`src/rtl/vga_timing_gen_if.sv`:
```
// Raster-timing bundle between vga_timing_gen and the pixel pipeline.
// The generator owns every signal except the run enable.
interface vga_timing_gen_if #(
    parameter int CNT_W = 10,
    parameter int RGB_W = 12
);
    logic             en;
    logic             pix_tick;
    logic             HS;
    logic             VS;
    logic             vidSel;
    logic [CNT_W-1:0] hcount;
    logic [CNT_W-1:0] vcount;
    logic [CNT_W-1:0] x;
    logic [CNT_W-1:0] y;
    logic             line_start;
    logic             frame_start;
    logic [RGB_W-1:0] rgb;

    modport master (
        input  en,
        output pix_tick, HS, VS, vidSel, hcount, vcount, x, y,
               line_start, frame_start, rgb
    );

    modport slave (
        output en,
        input  pix_tick, HS, VS, vidSel, hcount, vcount, x, y,
               line_start, frame_start, rgb
    );
endinterface

```
`src/rtl/vga_timing_gen.sv`:
```
// Parametrised VGA raster timing generator: pixel divider, H/V counters, registered decode.
// Define VGA_TEST_PATTERN_EN to drive eight vertical colour bars on rgb; otherwise rgb is tied low.
module vga_timing_gen #(
    parameter int CLK_DIV  = 4,
    parameter int H_SYNC   = 96,
    parameter int H_BP     = 48,
    parameter int H_ACTIVE = 640,
    parameter int H_FP     = 16,
    parameter int V_SYNC   = 2,
    parameter int V_BP     = 33,
    parameter int V_ACTIVE = 480,
    parameter int V_FP     = 10,
    parameter bit HS_POL   = 1'b0,
    parameter bit VS_POL   = 1'b0,
    parameter int CNT_W    = 10,
    parameter int RGB_W    = 12
) (
    input logic              clk100,
    input logic              reset_n,
    vga_timing_gen_if.master vga
);
    localparam int H_TOTAL = H_SYNC + H_BP + H_ACTIVE + H_FP;
    localparam int V_TOTAL = V_SYNC + V_BP + V_ACTIVE + V_FP;
    localparam int H_ACT0  = H_SYNC + H_BP;
    localparam int V_ACT0  = V_SYNC + V_BP;
    localparam int DIV_W   = (CLK_DIV > 1) ? $clog2(CLK_DIV) : 1;

    localparam logic [DIV_W-1:0] DIV_LAST = DIV_W'(CLK_DIV - 1);
    localparam logic [CNT_W-1:0] H_LAST   = CNT_W'(H_TOTAL - 1);
    localparam logic [CNT_W-1:0] V_LAST   = CNT_W'(V_TOTAL - 1);

    logic [DIV_W-1:0] d;
    logic [CNT_W-1:0] h;
    logic [CNT_W-1:0] v;
    logic             tick;
    logic             moved;
    logic [CNT_W:0]   hx;
    logic [CNT_W:0]   vx;
    logic             hs_on;
    logic             vs_on;
    logic             active;
    logic [CNT_W-1:0] x_n;
    logic [CNT_W-1:0] y_n;

    assign tick         = vga.en && (d == DIV_LAST);
    assign vga.pix_tick = tick;

    // Divider and raster counters all freeze while en is low.
    always_ff @(posedge clk100) begin
        if (!reset_n) begin
            d <= '0;
            h <= '0;
            v <= '0;
        end else if (vga.en) begin
            d <= (d == DIV_LAST) ? '0 : d + 1'b1;
            if (tick) begin
                if (h == H_LAST) begin
                    h <= '0;
                    v <= (v == V_LAST) ? '0 : v + 1'b1;
                end else begin
                    h <= h + 1'b1;
                end
            end
        end
    end

    // One extra bit keeps range limits equal to 2**CNT_W representable.
    always_comb begin
        hx     = {1'b0, h};
        vx     = {1'b0, v};
        hs_on  = hx < (CNT_W+1)'(H_SYNC);
        vs_on  = vx < (CNT_W+1)'(V_SYNC);
        active = (hx >= (CNT_W+1)'(H_ACT0)) && (hx < (CNT_W+1)'(H_ACT0 + H_ACTIVE)) &&
                 (vx >= (CNT_W+1)'(V_ACT0)) && (vx < (CNT_W+1)'(V_ACT0 + V_ACTIVE));
        x_n    = '0;
        y_n    = '0;
        if (active) begin
            x_n = h - CNT_W'(H_ACT0);
            y_n = v - CNT_W'(V_ACT0);
        end
    end

    // moved marks that the counters took a new position on the previous
    // clock (or were just reset), so each pulse fires exactly once.
    always_ff @(posedge clk100) begin
        if (!reset_n) begin
            vga.HS          <= ~HS_POL;
            vga.VS          <= ~VS_POL;
            vga.vidSel      <= 1'b0;
            vga.hcount      <= '0;
            vga.vcount      <= '0;
            vga.x           <= '0;
            vga.y           <= '0;
            vga.line_start  <= 1'b0;
            vga.frame_start <= 1'b0;
            moved           <= 1'b1;
        end else begin
            vga.HS          <= hs_on ? HS_POL : ~HS_POL;
            vga.VS          <= vs_on ? VS_POL : ~VS_POL;
            vga.vidSel      <= active;
            vga.hcount      <= h;
            vga.vcount      <= v;
            vga.x           <= x_n;
            vga.y           <= y_n;
            vga.line_start  <= moved && (h == '0);
            vga.frame_start <= moved && (h == '0) && (v == '0);
            moved           <= tick;
        end
    end

`ifdef VGA_TEST_PATTERN_EN
    localparam int BW   = H_ACTIVE / 8;
    localparam int CH_W = RGB_W / 3;

    logic [CNT_W-1:0] bar;
    logic [2:0]       code;

    // code is {R,G,B}; bars past the eighth clamp to the last (black) one.
    always_comb begin
        bar  = x_n / CNT_W'(BW);
        code = 3'b000;
        if (bar <= CNT_W'(7)) begin
            case (bar[2:0])
                3'd0:    code = 3'b111;
                3'd1:    code = 3'b110;
                3'd2:    code = 3'b011;
                3'd3:    code = 3'b010;
                3'd4:    code = 3'b101;
                3'd5:    code = 3'b100;
                3'd6:    code = 3'b001;
                default: code = 3'b000;
            endcase
        end
    end

    always_ff @(posedge clk100) begin
        if (!reset_n) begin
            vga.rgb <= '0;
        end else if (active) begin
            vga.rgb <= RGB_W'({{CH_W{code[2]}}, {CH_W{code[1]}}, {CH_W{code[0]}}});
        end else begin
            vga.rgb <= '0;
        end
    end
`else
    assign vga.rgb = RGB_W'(0);
`endif
endmodule

```
`src/flat_wrapper.sv`:
```
// flat-port wrapper written by rule: the top's interface ports become plain ports
module vga_timing_gen_flat 
#(
    parameter int CLK_DIV  = 4,
    parameter int H_SYNC   = 96,
    parameter int H_BP     = 48,
    parameter int H_ACTIVE = 640,
    parameter int H_FP     = 16,
    parameter int V_SYNC   = 2,
    parameter int V_BP     = 33,
    parameter int V_ACTIVE = 480,
    parameter int V_FP     = 10,
    parameter bit HS_POL   = 1'b0,
    parameter bit VS_POL   = 1'b0,
    parameter int CNT_W    = 10,
    parameter int RGB_W    = 12
)
  (clk100, reset_n, vga_en, vga_pix_tick, vga_HS, vga_VS, vga_vidSel, vga_hcount, vga_vcount, vga_x, vga_y, vga_line_start, vga_frame_start, vga_rgb);
  vga_timing_gen_if #(.CNT_W(CNT_W), .RGB_W(RGB_W)) vga_i ();
  input logic clk100;
  input logic reset_n;
  input wire logic [$bits(vga_i.en)-1:0] vga_en;
  output wire logic [$bits(vga_i.pix_tick)-1:0] vga_pix_tick;
  output wire logic [$bits(vga_i.HS)-1:0] vga_HS;
  output wire logic [$bits(vga_i.VS)-1:0] vga_VS;
  output wire logic [$bits(vga_i.vidSel)-1:0] vga_vidSel;
  output wire logic [$bits(vga_i.hcount)-1:0] vga_hcount;
  output wire logic [$bits(vga_i.vcount)-1:0] vga_vcount;
  output wire logic [$bits(vga_i.x)-1:0] vga_x;
  output wire logic [$bits(vga_i.y)-1:0] vga_y;
  output wire logic [$bits(vga_i.line_start)-1:0] vga_line_start;
  output wire logic [$bits(vga_i.frame_start)-1:0] vga_frame_start;
  output wire logic [$bits(vga_i.rgb)-1:0] vga_rgb;
  assign vga_i.en = vga_en;
  assign vga_pix_tick = vga_i.pix_tick;
  assign vga_HS = vga_i.HS;
  assign vga_VS = vga_i.VS;
  assign vga_vidSel = vga_i.vidSel;
  assign vga_hcount = vga_i.hcount;
  assign vga_vcount = vga_i.vcount;
  assign vga_x = vga_i.x;
  assign vga_y = vga_i.y;
  assign vga_line_start = vga_i.line_start;
  assign vga_frame_start = vga_i.frame_start;
  assign vga_rgb = vga_i.rgb;
  vga_timing_gen #(.CLK_DIV(CLK_DIV), .H_SYNC(H_SYNC), .H_BP(H_BP), .H_ACTIVE(H_ACTIVE), .H_FP(H_FP), .V_SYNC(V_SYNC), .V_BP(V_BP), .V_ACTIVE(V_ACTIVE), .V_FP(V_FP), .HS_POL(HS_POL), .VS_POL(VS_POL), .CNT_W(CNT_W), .RGB_W(RGB_W)) u_core (.clk100(clk100), .reset_n(reset_n), .vga(vga_i));
endmodule
```
`config.mk`:
```
export PLATFORM = sky130hd
export DESIGN_NAME = vga_timing_gen_flat
export DESIGN_NICKNAME = d
export VERILOG_FILES = /design/src/rtl/vga_timing_gen_if.sv /design/src/rtl/vga_timing_gen.sv /design/src/flat_wrapper.sv
export SDC_FILE = /design/constraint.sdc
export NUM_CORES = 1
export LEC_CHECK = 0
export ABC_AREA = 1
export CORE_UTILIZATION = 40
export DETAILED_ROUTE_END_ITERATION = 7
export PLACE_DENSITY_LB_ADDON = 0.08
export SYNTH_ARGS = -nofsm -noshare
export SYNTH_HDL_FRONTEND = slang
export SYNTH_SLANG_ARGS = --single-unit
```
`constraint.sdc`:
```
create_clock -name clk100 -period 1.95 [get_ports clk100]
set_clock_uncertainty 0.1 [all_clocks]
set_input_delay 0.39 -clock clk100 [delete_from_list [all_inputs] [get_ports clk100]]
set_output_delay 0.39 -clock clk100 [all_outputs]
set_load 0.005 [all_outputs]
```
# Yosys cells after proc, flatten, opt, wreduce, memory -nomap -nowiden
# Cells that the tools add are included.
dict set report totals {
  latchBits 0
  out_inout_bits 58
  romBits 0
  regBits 68
  mem_count 0
  mem_bits_rw 0
}
dict set report classes {
  n_lt_le_gt_ge 6
  shift 0
  n_reduce_logical 11
  addsub 5
  n_mux 5
  mul 0
  div_mod_pow 0
  bitwise 0
  n_eq_ne 3
}
# op count
set ops {}
lappend ops {{$add 10x1->10 const B} 2}
lappend ops {{$eq 10x10->1 const B} 2}
lappend ops {{$logic_not 10->1} 2}
lappend ops {{$lt 10x10->1 const B} 2}
lappend ops {{$mux 10} 2}
lappend ops {{$ge 10x6->1 const B} 1}
lappend ops {{$ge 10x8->1 const B} 1}
lappend ops {{$lt 10x2->1 const B} 1}
lappend ops {{$lt 10x7->1 const B} 1}
lappend ops {{$sub 10x6->10 const B} 1}
lappend ops {{$sub 10x8->10 const B} 1}
lappend ops {{$logic_and 1x1->1} 6}
lappend ops {{$reduce_and 2->1} 2}
lappend ops {{$reduce_and 3->1} 1}
lappend ops {{$add 2x1->2 const B} 1}
lappend ops {{$eq 2x2->1 const B} 1}
lappend ops {{$mux 1} 2}
lappend ops {{$mux 2} 1}

# Depth between registers and ports, before layout
# Gate-level depths: netlist of run 1.
dict set report logic_depth {
  depth_word 5
  depth_mapped 11
  mapped_depth_nobuf 10
}

# Least setup slack after synthesis of run 1
# Ideal clock, no wire load.
dict set report synth_path {
  path_type {flip-flop to flip-flop}
  from {reg u_core.h[4]}
  to {reg u_core.vga.x[4]}
  period_less_slack_ns 1.524
  setup_ns 0.121
  stages_incl_launch_ff 11
  arrival_ns 1.303
  slack_ns 0.426
  cell_sequence {dfxtp_1 -> inv_1 -> ha_1 -> nand2_1 -> a21oi_1 -> nand2_1 -> nand2_1 -> inv_1 -> nand2_2 -> buf_6 -> nor2_2}
}
dict set report synth_via {
  elab_chain_cells 5
  elab_cells_between_ends 7
  cone_classes {1 x add/sub; 2 x order compare; 4 x reduce/logical}
}
# item line
set synth_rtl {}
lappend synth_rtl {{start, declared} vga_timing_gen.sv:33} ;# logic [CNT_W-1:0] h;
lappend synth_rtl {{start signal, assigned} vga_timing_gen.sv:61} ;# h <= h + 1'b1;
lappend synth_rtl {{$ge 10x8->1 / $lt 10x10->1 (equally long branches)} vga_timing_gen.sv:73} ;# active = (hx >= (CNT_W+1)'(H_ACT0)) && (hx < (CNT_W+1)'(H_ACT0 + H_ACTIVE)) &&
lappend synth_rtl {{$logic_and 1x1->1 (2 in a row)} vga_timing_gen.sv:73}
lappend synth_rtl {{$logic_and 1x1->1} vga_timing_gen.sv:74} ;# (vx >= (CNT_W+1)'(V_ACT0)) && (vx < (CNT_W+1)'(V_ACT0 + V_ACTIVE));
lappend synth_rtl {{$reduce_and 2->1 (no line)} --}
lappend synth_rtl {{end signal, assigned} vga_timing_gen.sv:103} ;# vga.x <= x_n;
lappend synth_rtl {{end, declared} vga_timing_gen_if.sv:22} ;# output pix_tick, HS, VS, vidSel, hcount, vcount, x, y,
# Parallel ways exist; a longest one is shown, timed or not.
# A chain may end at the register's enable or synchronous reset.

# Worst setup path in the final report of run 1
dict set report layout_path {
  from {reg u_core.v[0]}
  to {reg u_core.vga.x[9]}
}
dict set report layout_via {
  elab_chain_cells 4
  elab_cells_between_ends 5
  cone_classes {2 x order compare; 3 x reduce/logical}
}
# item line
set layout_rtl {}
lappend layout_rtl {{start, declared} vga_timing_gen.sv:34} ;# logic [CNT_W-1:0] v;
lappend layout_rtl {{start signal, assigned} vga_timing_gen.sv:59} ;# v <= (v == V_LAST) ? '0 : v + 1'b1;
lappend layout_rtl {{$ge 10x6->1} vga_timing_gen.sv:74}
lappend layout_rtl {{$logic_and 1x1->1} vga_timing_gen.sv:73}
lappend layout_rtl {{$logic_and 1x1->1 *} vga_timing_gen.sv:74}
lappend layout_rtl {{$reduce_and 2->1 (no line) *} --}
# Every way passes the cells marked *; elsewhere a longest branch is shown, timed or not.

==> flow_summary.ini, run 1 <==
[run_status]
status = complete, no violations

[cts]
clock-sinks = 68
cts.htree.levels = 3
clk_latency_ns = 0.33
clk_transition_reported_paths_ns = 0.07
clockBufferDepth = 2
cts_hold_repair.buffers = 0
cts_tree = yes
cts_inserted_buffers = 9
clockRootBuffer = clkbuf_8

[setup_path]
start_kind = flop
worst-r2r-cell-count = 10
r2r_end = u_core.vga.x[9]$_SDFF_PN0_
cp_data_arrival_time_ns = 1.90
path_max_fanout = 15
end_kind = flop
worstSetupPathType = flop to flop
critPathRequiredTime_ns = 2.07
rr_startpoint = u_core.v[0]$_SDFFE_PN0P_
reg2reg_setup_slack_ns = 0.18

[logic_synthesis]
yosys_warnings = 0
ys_ff_latch = 68
yosysMostFrequentCell = nand2_1
synthTopCellsByCount = nand2_1, dfxtp_1, inv_1, nor2_1, nand3_1
synthDistinctLibCells = 27
async_flop_share = 0
synth_edf_count = 0
synth.area.top_cells = dfxtp_1, nand2_1, inv_1
syn-cell-area_um2 = 3067
yosys.area.top_type = dfxtp_1
yosysTopAreaCellShare = 0.4439
ys_seq_area_frac = 0.4439
ys.flop_type = dfxtp_1
avgSynthCellArea_um2 = 7.462
syn-instance-count = 411

[final_layout]
antennaDiodeCount = 0
drive_above_1_share = 0.1476
nets = 487
area_delta_synth_final_pct = 27.50

[placed_design]
dp_slack_ns = -0.07410
place_congestion = 0.8514
hpwlAfterDp_um = 4692
portBuffers = 48

[timing]
min_period_over_period = 0.9100
grt_setup_unrepaired = false
final_max_slew_viol_count = 0
final.setup.worst_slack_ns = 0.1754
fmax_mhz = 563.5
hold_viol = 0
finalSetupViolCount = 0
period_minus_slack_ns = 1.775

[job]
cap_violations = 0

[floorplan]
ios = 61
die-height_um = 89.56
die-area_um2 = 8021
initial_core_util = 0.4183
core_area_um2 = 7331
die_x_um = 89.56
rows = 31

[pwr]
p_total_mw = 2.750
power.leakage_nw = 1.984
ir_drop_mv = 0.4059
p_per_area_nw_per_um2 = 703.3

[drt]
drc_errors = 0
routedWlPerCell_um = 10.76
wirelength_um = 6238
first_iter_violations = 137
routed_via_density = 4.366
detail-route-antenna-nets = 0
drt_first_pass_iters = 5
route.vias.total = 2532

[global_routing]
grt_pass1_vias = 2196
grt_overflow = 0
grt_pass1_wl_um = 10490
track_usage = 0.1756
antenna_found_initial = 0
grt_max_degree = 20

[hold_path]
min_path_type = flop to flop
hold_end = u_core.vga.hcount[3]$_SDFF_PN0_
min_path_cells = 2
hp-start = u_core.h[3]$_SDFFE_PN0P_
how the worst max path moves through the flow:
stage                                        start                         end  slack (ns)
after CTS                 u_core.d[0]$_SDFFE_PN0P_                vga_pix_tick       0.009
after detailed placement                    vga_en                vga_pix_tick       -0.07
final                     u_core.v[0]$_SDFFE_PN0P_  u_core.vga.x[9]$_SDFF_PN0_        0.18
after floorplan           u_core.h[4]$_SDFFE_PN0P_  u_core.vga.x[4]$_SDFF_PN0_        0.43
after global placement                      vga_en                vga_pix_tick       -0.07
after global routing      u_core.v[0]$_SDFFE_PN0P_  u_core.vga.x[9]$_SDFF_PN0_       0.006
stage by stage:
stage	std cells	TNS (ns)	hold slack, ns	instance area [um^2]	util
floorplan	422	0	0.3328	3108	-
global placement	563	-0.07467	0.3507	3669	0.5004
detailed placement	563	-0.08290	0.3518	3669	0.5004
CTS	580	0	0.3624	3908	0.5330
global route	580	0	0.3930	3910	0.5334
finish	580	0	0.3587	3910	0.5334
routing by layer:
layer / vias to the layer above / share of wire / track usage / routed length, um
met5: - / 0 / 0 / 0
met4: 0 / 0.015 / 0.08658 / 92
met3: 8 / 0.048 / 0.03324 / 298
met2: 69 / 0.44 / 0.2534 / 2741
met1: 1116 / 0.50 / 0.2486 / 3106
li1: 1339 / - / - / -
registers in the layout (all words and copies together), names as in the netlist:
register and flops:
u_core.vga.vidSel 1, u_core.h 10, u_core.v 10, u_core.vga.y 10, u_core.vga.line_start 1, u_core.moved 1, u_core.vga.vcount 10, u_core.d 2
u_core.vga.VS 1, u_core.vga.HS 1, u_core.vga.hcount 10, u_core.vga.x 10, u_core.vga.frame_start 1
critical path: stages (launching register included):
cell and delay (ns):
dfxtp_1 0.37, ha_1 0.31, nor2_2 0.13, nand2_1 0.09
nand2_2 0.10, nand3_1 0.07, nand2_1 0.06, inv_1 0.04
nand2_2 0.06, buf_4 0.26, nor2_1 0.07
where the power goes:
group | internal, mW | total (mW) | switching (mW)
registers | 1.40 | 1.41 | 0.00669
clock network | 0.754 | 1.26 | 0.505
logic | 0.0376 | 0.0838 | 0.0462
total | 2.19 | 2.75 | 0.558
final cells by class:
class / count / area (um^2)
fill: 724 / 3421
sequential: 68 / 1364
multi-input combinational: 263 / 1309
timing repair buffer: 71 / 654.4
inverter: 63 / 241.5
clock buffer: 12 / 145.1
tap: 99 / 123.9
clock inverter: 4 / 72.57
logic make-up after synthesis:
family	synth area share
AND/OR/NAND/NOR	0.3264
buffers and inverters	0.1469
flip-flops	0.4439
AO/OA/AOI/OAI	0.02326
XOR/XNOR	0.02571
adder cells (fa/ha/maj)	0.03264
other	0.001223
cell usage in the layout (no fill, tap or decap), types with 9 or more instances in the layout:
cell	instances
clkdlybuf4s50_1	46
dfxtp_1	66
nor2_1	39
nand3_1	24
buf_4	23
a21oi_1	9
clkbuf_8	10
nand2_1	117
nor2_2	17
inv_1	60
conb_1	12
what timing repair did:
item / in CTS / in global routing
resized for setup: 5 / 1
setup buffers: 1 / 0
pin swaps: 0 / 0
setup endpoints to repair: 1 / 1
(Power assumes the default switching activity.)
==> run 2: changes to the inputs <==
Settings changed: CTS_CLUSTER_DIAMETER set to 50.
==> results of run 2 <==
Same layout as run 1: the final DEF is identical, and so are final timing and power.
==> run 3: changes to the inputs <==
Settings changed: CORE_ASPECT_RATIO set to 1.25.
==> run 3 against run 2 <==
Critical endpoint is now u_core.vga.y[4]$_SDFF_PN0_. Clock-buffer cell count increased by 2. Cell area decreased by 0.54%. Utilization decreased by 0.79 points. Non-clock buffer count decreased by 1. Global-route usage increased by 0.21 points. Worst hold slack improved by 0.011 ns. Sequential power about the same. First-iteration DRC count decreased by 46%. Die area about the same. Critical path depth unchanged. Via count decreased by 0.47%.
==> flow_summary.ini, run 3 (synthesis gave the netlist of run 1 again) <==
[run_status]
status = complete, no violations

[cts]
clk_latency_ns = 0.35
cts_inserted_buffers = 9
cts_hold_repair.buffers = 0
clockRootBuffer = clkbuf_8
cts_tree = yes
cts.htree.levels = 3
clk_transition_reported_paths_ns = 0.07
clock-sinks = 68
clockBufferDepth = 2

[setup_path]
cpMaxStageDelayCell = dfxtp_2
cp-startpoint = u_core.h[4]$_SDFFE_PN0P_
cpMostUsedCell = nand2_1
critPathRequiredTime_ns = 2.09
rr_startpoint = u_core.h[4]$_SDFFE_PN0P_
end_kind = flop
critPathMaxStageDelay_ns = 0.35
start_kind = flop
cp_cell_sequence = inv_1 -> ha_1 -> nand2_1 -> a21oi_1 -> nand2_1 -> nand2_1 -> inv_1 -> nand2_2 -> buf_4 -> nor2_1
worstSetupPathType = flop to flop
cp_data_arrival_time_ns = 1.89
path_max_fanout = 10

[global_routing]
grt_pass1_wl_um = 10740
track_usage = 0.1777
antenna_found_initial = 0
grt_overflow = 0
grt_pass1_vias = 2451
grt_use_met3 = 0.03273
met2_usage = 0.3143
use_met1 = 0.1850
grt_max_degree = 19
gr-max-usage-layer = met2

[final_layout]
fill_cells = 726
area_delta_synth_final_pct = 26.81
most-common-layout-cells = nand2_1, dfxtp_1, inv_1, clkdlybuf4s50_1, nor2_1
mostFrequentLayoutCell = nand2_1
antennaDiodeCount = 0
design_area_um2 = 3889
drive_above_1_share = 0.1461
instances_no_fill = 571
final_core_util = 0.5254
nets = 486

[pwr]
p_total_mw = 2.696
ir_drop_mv = 0.3900
power.leakage_nw = 1.968
p_per_area_nw_per_um2 = 693.2

[floorplan]
core_area_um2 = 7401
die-area_um2 = 8023
die_x_um = 80.32
initial_core_util = 0.4144
rows = 35
ios = 61
die-height_um = 99.90

[timing]
hold-worst-slack_ns = 0.3693
finalSetupViolCount = 0
min_period_over_period = 0.8934
hold_viol = 0
final_max_slew_viol_count = 0
fmax_mhz = 574.0
grt_setup_unrepaired = false
setup_tns_ns = 0
final.setup.worst_slack_ns = 0.2079
period_minus_slack_ns = 1.742

[placed_design]
place_inst = 555
dp_slack_ns = -0.07525
postPlaceCellArea_um2 = 3665
hpwlAfterDp_um = 4912
portBuffers = 48
place_congestion = 0.8888

[drt]
drc_errors = 0
route.vias.total = 2520
routedWlPerCell_um = 11.45
routed_via_density = 4.413
detail-route-antenna-nets = 0
wirelength_um = 6537
drt_first_pass_iters = 4
first_iter_violations = 74

[job]
cap_violations = 0

[hold_path]
min_path_type = flop to flop
hp-start = u_core.h[3]$_SDFFE_PN0P_
[run 3: cell count changes in the layout (fill, tap and decap cells not counted), sizes merged]
cell | before | now
clkinvlp | 1 | 0
bufinv | 2 | 1
dlymetal6s2s | 1 | 0
clkbuf | 12 | 14
dlygate4sd2 | 1 | 2
buf | 23 | 22
clkinv | 1 | 0
[run 3: repair_timing]
action                     4_1_cts  5_1_grt
gates resized for setup          6        1
setup buffers                    1        0
setup endpoints to repair        1        1
[run 3: critical path, delay by kind of cell (launching register included)]
family | cells | cell delay [ns]
compound gates | 1 | 0.13
fa+ha+maj | 1 | 0.28
buf+inv | 3 | 0.37
flops | 1 | 0.35
simple gates | 5 | 0.41
[run 3: power breakdown]
part | internal, mW | total [mW] | leakage (nW) | switching, mW
Sequential | 1.40 | 1.41 | 0.551 | 0.00706
Combinational | 0.0378 | 0.0853 | 1.31 | 0.0476
Clock | 0.690 | 1.20 | 0.103 | 0.512
[run 3: path summary, 6_finish.rpt]
check | cells after the start | slack [ns] | to
worst min register to register | 2 | 0.37 | u_core.vga.hcount[3]$_SDFF_PN0_
worst max-delay path | 10 | 0.21 | u_core.vga.y[4]$_SDFF_PN0_
worst min-delay path | 2 | 0.37 | u_core.vga.hcount[3]$_SDFF_PN0_
worst max register to register | 10 | 0.21 | u_core.vga.y[4]$_SDFF_PN0_
[run 3: cell type report]
class	count	area, um^2	area share
sequential	68	1365	0.3510
clock inverter	1	30.03	0.007722
clock buffer	14	172.7	0.04440
multi-input combinational	263	1309	0.3366
tap	92	115.1	0.02960
timing repair buffer	70	655.6	0.1686
inverter	63	241.5	0.06210
[run 3: routing by layer]
metal | vias to the layer above | wire length [um]
met5 | - | 0
met4 | 0 | 220
met3 | 21 | 184
met2 | 55 | 3368
met1 | 1110 | 2763
li1 | 1334 | -
